<file path="config.mk">
export PLATFORM = sky130hd
export DESIGN_NAME = enc4to2_req_flat
export DESIGN_NICKNAME = d
export VERILOG_FILES = /design/src/rtl/enc4to2_req_pkg.sv /design/src/rtl/enc4to2_req_if.sv /design/src/rtl/enc4to2_req_pri_sel4.sv /design/src/rtl/enc4to2_req.sv /design/src/flat_wrapper.sv
export SDC_FILE = /design/constraint.sdc
export NUM_CORES = 1
export LEC_CHECK = 0
export ABC_AREA = 1
export CORE_AREA = 2 2 39 41
export DETAILED_ROUTE_END_ITERATION = 12
export DIE_AREA = 0 0 41 43
export DONT_BUFFER_PORTS = 1
export GPL_TIMING_DRIVEN = 0
export SYNTH_ARGS = -nofsm -noshare
export SYNTH_HDL_FRONTEND = slang
export SYNTH_SLANG_ARGS = --single-unit
</file>
<file path="constraint.sdc">
create_clock -name clk -period 1.2 [get_ports clk]
set_clock_uncertainty 0.05 [all_clocks]
set_input_delay 0.3 -clock clk [delete_from_list [all_inputs] [get_ports clk]]
set_output_delay 0.3 -clock clk [all_outputs]
set_load 0.03 [all_outputs]
</file>
<file path="src/rtl/enc4to2_req_pkg.sv">
// Shared widths and code constants for the 4-to-2 request encoder.
package enc4to2_req_pkg;
    localparam int CODE_W = 2;
    localparam int REQ_W  = 4;

    typedef logic [CODE_W-1:0] code_t;
    typedef logic [REQ_W-1:0]  req_t;

    localparam code_t C0 = 2'd0;
    localparam code_t C1 = 2'd1;
    localparam code_t C2 = 2'd2;
    localparam code_t C3 = 2'd3;
endpackage

</file>
<file path="src/rtl/enc4to2_req_if.sv">
// Request/code bus between the producer, the encoder and its consumer.
interface enc4to2_req_if;
    import enc4to2_req_pkg::*;

    logic  E;
    req_t  req;
    logic  ready;
    logic  a;
    logic  b;
    logic  valid;
    req_t  pend;
    logic  ovf;

    modport master (output E, req, ready, input a, b, valid, pend, ovf);
    modport slave  (input E, req, ready, output a, b, valid, pend, ovf);
endinterface

</file>
<file path="src/rtl/enc4to2_req_pri_sel4.sv">
// Combinational 4-input priority picker; direction chosen by LSB_FIRST.
module enc4to2_req_pri_sel4
    import enc4to2_req_pkg::*;
#(
    parameter bit LSB_FIRST = 1'b0
) (
    input  req_t  in,
    output code_t sel,
    output logic  any
);
    assign any = |in;

    generate
        if (LSB_FIRST) begin : g_lsb
            always_comb begin
                if      (in[0]) sel = C0;
                else if (in[1]) sel = C1;
                else if (in[2]) sel = C2;
                else            sel = C3;
            end
        end else begin : g_msb
            always_comb begin
                if      (in[3]) sel = C3;
                else if (in[2]) sel = C2;
                else if (in[1]) sel = C1;
                else            sel = C0;
            end
        end
    endgenerate
endmodule

</file>
<file path="src/rtl/enc4to2_req.sv">
// Registered priority request encoder: queues request events as pending bits
// and issues one 2-bit code at a time over a valid/ready handshake.
module enc4to2_req
    import enc4to2_req_pkg::*;
#(
    parameter bit LSB_FIRST = 1'b0
) (
    input logic             clk,
    input logic             rst_n,
    enc4to2_req_if.slave    bus
);
    req_t  pend_q;
    code_t code_q;
    logic  valid_q;
    logic  ovf_q;

    logic  accept, slot, issue, any;
    req_t  cand, sel_oh;
    code_t sel;

    assign accept = valid_q & bus.ready;
    assign slot   = ~valid_q | accept;
    // Requests arriving this cycle compete directly, giving one-cycle latency.
    assign cand   = pend_q | bus.req;
    assign issue  = slot & bus.E & any;
    assign sel_oh = req_t'(1) << sel;

    enc4to2_req_pri_sel4 #(.LSB_FIRST(LSB_FIRST)) u_sel (
        .in  (cand),
        .sel (sel),
        .any (any)
    );

    always_ff @(posedge clk) begin
        if (!rst_n) begin
            pend_q  <= '0;
            code_q  <= '0;
            valid_q <= 1'b0;
            ovf_q   <= 1'b0;
        end else begin
            pend_q  <= cand & ~(issue ? sel_oh : req_t'(0));
            if (issue)
                code_q <= sel;
            valid_q <= issue | (valid_q & ~accept);
            ovf_q   <= |(bus.req & pend_q);
        end
    end

    assign bus.a     = code_q[0];
    assign bus.b     = code_q[1];
    assign bus.valid = valid_q;
    assign bus.pend  = pend_q;
    assign bus.ovf   = ovf_q;
endmodule

</file>
<file path="src/flat_wrapper.sv">
// flat-port wrapper written by rule: the top's interface ports become plain ports
module enc4to2_req_flat import enc4to2_req_pkg::*;
#(
    parameter bit LSB_FIRST = 1'b0
)
  (clk, rst_n, bus_E, bus_req, bus_ready, bus_a, bus_b, bus_valid, bus_pend, bus_ovf);
  enc4to2_req_if bus_i ();
  input logic clk;
  input logic rst_n;
  input wire logic [$bits(bus_i.E)-1:0] bus_E;
  input wire logic [$bits(bus_i.req)-1:0] bus_req;
  input wire logic [$bits(bus_i.ready)-1:0] bus_ready;
  output wire logic [$bits(bus_i.a)-1:0] bus_a;
  output wire logic [$bits(bus_i.b)-1:0] bus_b;
  output wire logic [$bits(bus_i.valid)-1:0] bus_valid;
  output wire logic [$bits(bus_i.pend)-1:0] bus_pend;
  output wire logic [$bits(bus_i.ovf)-1:0] bus_ovf;
  assign bus_i.E = bus_E;
  assign bus_i.req = bus_req;
  assign bus_i.ready = bus_ready;
  assign bus_a = bus_i.a;
  assign bus_b = bus_i.b;
  assign bus_valid = bus_i.valid;
  assign bus_pend = bus_i.pend;
  assign bus_ovf = bus_i.ovf;
  enc4to2_req #(.LSB_FIRST(LSB_FIRST)) u_core (.clk(clk), .rst_n(rst_n), .bus(bus_i));
endmodule
</file>
== Word level (Yosys, flattened, before mapping) ==
Cells that the tools add are included.

* Bitwise operators: 12
* Shift-type cells: 1
* Mux-type cells: 4
* Reductions and logical operators: 2

{| class="wikitable"
|+ Operator list
! operator !! number
|-
| $and 4x4->4 || 2
|-
| $reduce_or 4->1 || 2
|-
| $and 1x1->1 || 4
|-
| $mux 2 || 2
|-
| $mux 4 || 1
|-
| $not 4->4 || 1
|-
| $or 4x4->4 || 1
|-
| $shl 1x2->4 const A || 1
|-
| $not 1->1 || 2
|-
| $or 1x1->1 || 2
|-
| $mux 1 || 1
|}

* Output and inout bits: 8
* Word-level logic and storage cells: 23
* Register bits: 8

== Depth between registers and ports, before layout ==
* Depth after elaboration: 8
* Mapped depth: 6
* Depth with buffers taken out: 6

== Hierarchy ==
From an unflattened synthesis, not the netlist that was laid out.

* Cell total of the unflattened synthesis: 65
* Area total of the unflattened synthesis: 405.4 um2

{| class="wikitable"
|+ By module, submodules not included
! module !! sequential area each (um2) !! cells each !! times used !! area an instance (um2)
|-
| enc4to2_req || 160.2 || 57 || 1 || 372.9
|-
| enc4to2_req_pri_sel4 || 0.0 || 8 || 1 || 32.5
|}

== Worst setup path after synthesis ==
OpenSTA, ideal clock, no wires.

* Path type: register to register
* Start point: register u_core.pend_q[3], in the netlist u_core.bus.pend[3]
* End point: register u_core.code_q[1]
* Data arrival time: 1012 ps
* Setup time: 112 ps
* Path slack: 26 ps
* Period minus slack after synthesis: 1174 ps
* Cell stages (with the launch flop): 7
* Path through: dfxtp_1 > nor2_4 > nand2_2 > o21ai_4 > inv_2 > nor2_2 > nor2_1

* Longest elaborated chain between the ends: 3

{| class="wikitable"
|+ Ends and longest elaborated chain
! what !! line !! RTL
|-
| start: declaration || enc4to2_req.sv:12 || <nowiki>req_t pend_q;</nowiki>
|-
| start signal: assignment || enc4to2_req.sv:41 || <nowiki>pend_q <= cand & ~(issue ? sel_oh : req_t'(0));</nowiki>
|-
| $or 4x4->4 * || enc4to2_req.sv:24 || <nowiki>assign cand = pend_q | bus.req;</nowiki>
|-
| $reduce_or 4->1 || enc4to2_req_pri_sel4.sv:11 || <nowiki>assign any = |in;</nowiki>
|-
| $and 1x1->1 || enc4to2_req.sv:25 || <nowiki>assign issue = slot & bus.E & any;</nowiki>
|-
| end signal: assignment || enc4to2_req.sv:43 || <nowiki>code_q <= sel;</nowiki>
|-
| end: declaration || enc4to2_req.sv:13 || <nowiki>code_t code_q;</nowiki>
|}

Every way passes the cells marked *; elsewhere a longest branch is shown, timed or not.
A chain may end at the register's enable or synchronous reset.

== Worst setup path after layout ==
* Start point: register u_core.code_q[1]
* End point: output port bus_b

{| class="wikitable"
|+ RTL lines
! what !! line !! RTL
|-
| end: declaration || flat_wrapper.sv:14 || <nowiki>output wire logic [$bits(bus_i.b)-1:0] bus_b;</nowiki>
|}

No word-level cell between the ends.

==> flow_summary_export.csv <==
group,metric,value,unit
run_status,status,"finished clean",
yosys,synth_nets,53,
clocking,postCtsHoldBufs,0,
worst_hold_path,hp-class,"primary input to flop",
clocking,path_clk_slew,0.06,ns
routing,routed_wl,744,µm
worst_setup_path,critPathMaxFanout,2,
yosys,yosysWarnings,0,
clocking,numCtsBuffers,3,
global_routing,grt_use_total,0.102,
yosys,yosysMostFrequentCell,"nand2_1",
global_routing,overflow,0,
clocking,root_buffer,"clkbuf_4",
sta,worst_slew_pin_slew,0.341,ns
yosys,synth_common_cells,"nand2_1 (9), dfxtp_1 (8), nor2_1 (5)",
layout,syn_to_final_growth,18.2,%
clocking,cts_tree,"yes",
routing,drt_first_pass_iters,4,
routing,viasPerCell,4.58,
yosys,synth_ff_type,"dfxtp_1",
yosys,synthArstFlopShare,0,
die,coreArea,1380,µm²
sta,rsz0062_at_grt,"yes",
yosys,synthTopCellsByArea,"dfxtp_1 (44%), nand2_1 (9.2%), nor2_4 (6.2%)",
layout,seq_area,171,µm²
place,placed_cells,61,
layout,multiInputGateArea,184,µm²
pwr,vdd_drop_max,0.526,mV
yosys,netlist.area_leader.share,0.438,
die,die_w,41,µm
routing,wl_per_cell,11.4,µm
worst_setup_path,worst-endpoint-arrival,0.79,ns
yosys,synth.avg_cell_area,8.12,µm²
yosys,synth_cell_type_count,16,
worst_setup_path,r2r_setup_slack,0.08,ns
yosys,synth_seq_area_share,0.438,
sta,period_share,0.947,
sta,period_needed,1.14,ns
yosys,synth_top_cell_by_area,"dfxtp_1",
global_routing,grt_pass1_wl,1.15,mm
die,ios,16,
layout,fillerInstances,154,
pwr,p_leak,0.187,nW
pwr,p_per_area,1490,nW/µm²
layout,fin_nets,59,
routing,drc,0,
die,die_area,1760,µm²
sta,drv_slew,0,
sta,final.setup.tns,0,ns
place,gp_congestion,0.693,
routing,drt-initial-drc-count,3,
clocking,cts_max_level,1,
clocking,clk_path_buf_depth,2,
sta,finalSetupViolCount,0,
layout,antennaDiodeCount,0,
layout,final_cells,65,
worst_setup_path,setup.worst_path.start_class,"flop",
yosys,ys_ff_latch,8,
worst_setup_path,cp-end-kind,"output port",
place,dpl.hpwl,578,µm
global_routing,grt_max_degree,6,
die,start_util,0.264,
flow_run,maxCapViolCount,0,
yosys,synth_edf_count,0,
place,portBuffers,0,
die,rows,14,
layout,drive_gt1_frac,0.429,
die,die_h,43,µm
routing,antenna_left,0,
yosys,postSynthCellCount,45,
sta,hold_viol_final,0,
routing,routed-via-count,298,
sta,slew_headroom,0.772,
sta,fmax,880,MHz
global_routing,antenna_found_initial,0,
worst_setup_path,cp.required,0.85,ns
clocking,cts_sinks,8,
yosys,synthesis.area,365,µm²
worst_setup_path,crit_type,"flop to output port",
global_routing,grt_pass1_vias,296,
clocking,clock_latency,0.26,ns
==> layout by cell type (no fill, tap or decap) <==
cell	n
a21boi_2	1
a41oi_1	1
inv_2	3
nor3_2	1
a21oi_1	2
o21ai_4	1
nand2_1	9
clkbuf_4	3
buf_4	1
dfxtp_1	3
nor2_2	1
o21ai_0	2
inv_1	4
nand3b_1	1
nand3_1	1
dfxtp_4	2
nor2_4	3
nor2_1	5
nand2_2	2
dfxtp_2	3
==> through the flow <==
stage,instance area (µm²),setup WS (ns),utilization,hold slack [ns],power [mW]
floorplan,365,0.0262,-,0.370,0.412
global placement,385,-0.0422,0.278,0.377,0.423
detailed placement,385,-0.0504,0.278,0.382,0.426
CTS,417,0.00202,0.301,0.105,0.645
global route,432,-0.00713,0.312,0.125,0.666
finish,432,0.0634,0.312,0.102,0.643
==> repair_timing <==
item                       CTS  global route
buffers inserted             0             1
hold endpoints to repair     0             0
setup endpoints to repair    5             5
resized for setup            4             4
pin swaps                    0             2
gates cloned                 0             0
==> worst paths after layout <==
check	from	end	depth (start not counted)
max	u_core.code_q[1]$_SDFFE_PN0P_	bus_b	0
min	rst_n	u_core.code_q[0]$_SDFFE_PN0P_	2
max reg2reg	u_core.bus.pend[3]$_SDFF_PN0_	u_core.code_q[1]$_SDFFE_PN0P_	6
min reg2reg	u_core.bus.valid$_SDFF_PN0_	u_core.bus.valid$_SDFF_PN0_	2
==> final cells by class <==
class                      count  share of cell area
clock buffer                   3              0.0522
inverter                       7              0.0609
multi-input combinational     30               0.426
sequential                     8               0.397
tap                           16              0.0464
timing repair buffer           1              0.0174
==> cell families after synthesis <==
logic type | share of synthesized area
buf+inv | 0.0719
compound gates | 0.154
simple gates | 0.336
flops | 0.438
==> report_power, final <==
group          leakage (nW)  total [mW]  switching [mW]  internal (mW)
Clock                0.0138       0.217           0.102          0.115
Sequential           0.0686       0.352          0.0631          0.289
Combinational         0.105      0.0736          0.0412         0.0324
==> state kept, by name (all words and copies together), names as in the netlist <==
signal / cells
u_core.bus.ovf: 1
u_core.bus.pend: 4
u_core.bus.valid: 1
u_core.code_q: 2
==> layer usage <==
layer | global-route usage | vias to the layer above | part of all wire
met2 | 0.147 | 13 | 0.45
met3 | 0.0366 | 3 | 0.12
met5 | 0 | - | 0
li1 | - | 150 | -
met1 | 0.105 | 132 | 0.40
met4 | 0.100 | 0 | 0.036
(Power assumes the default switching activity.)
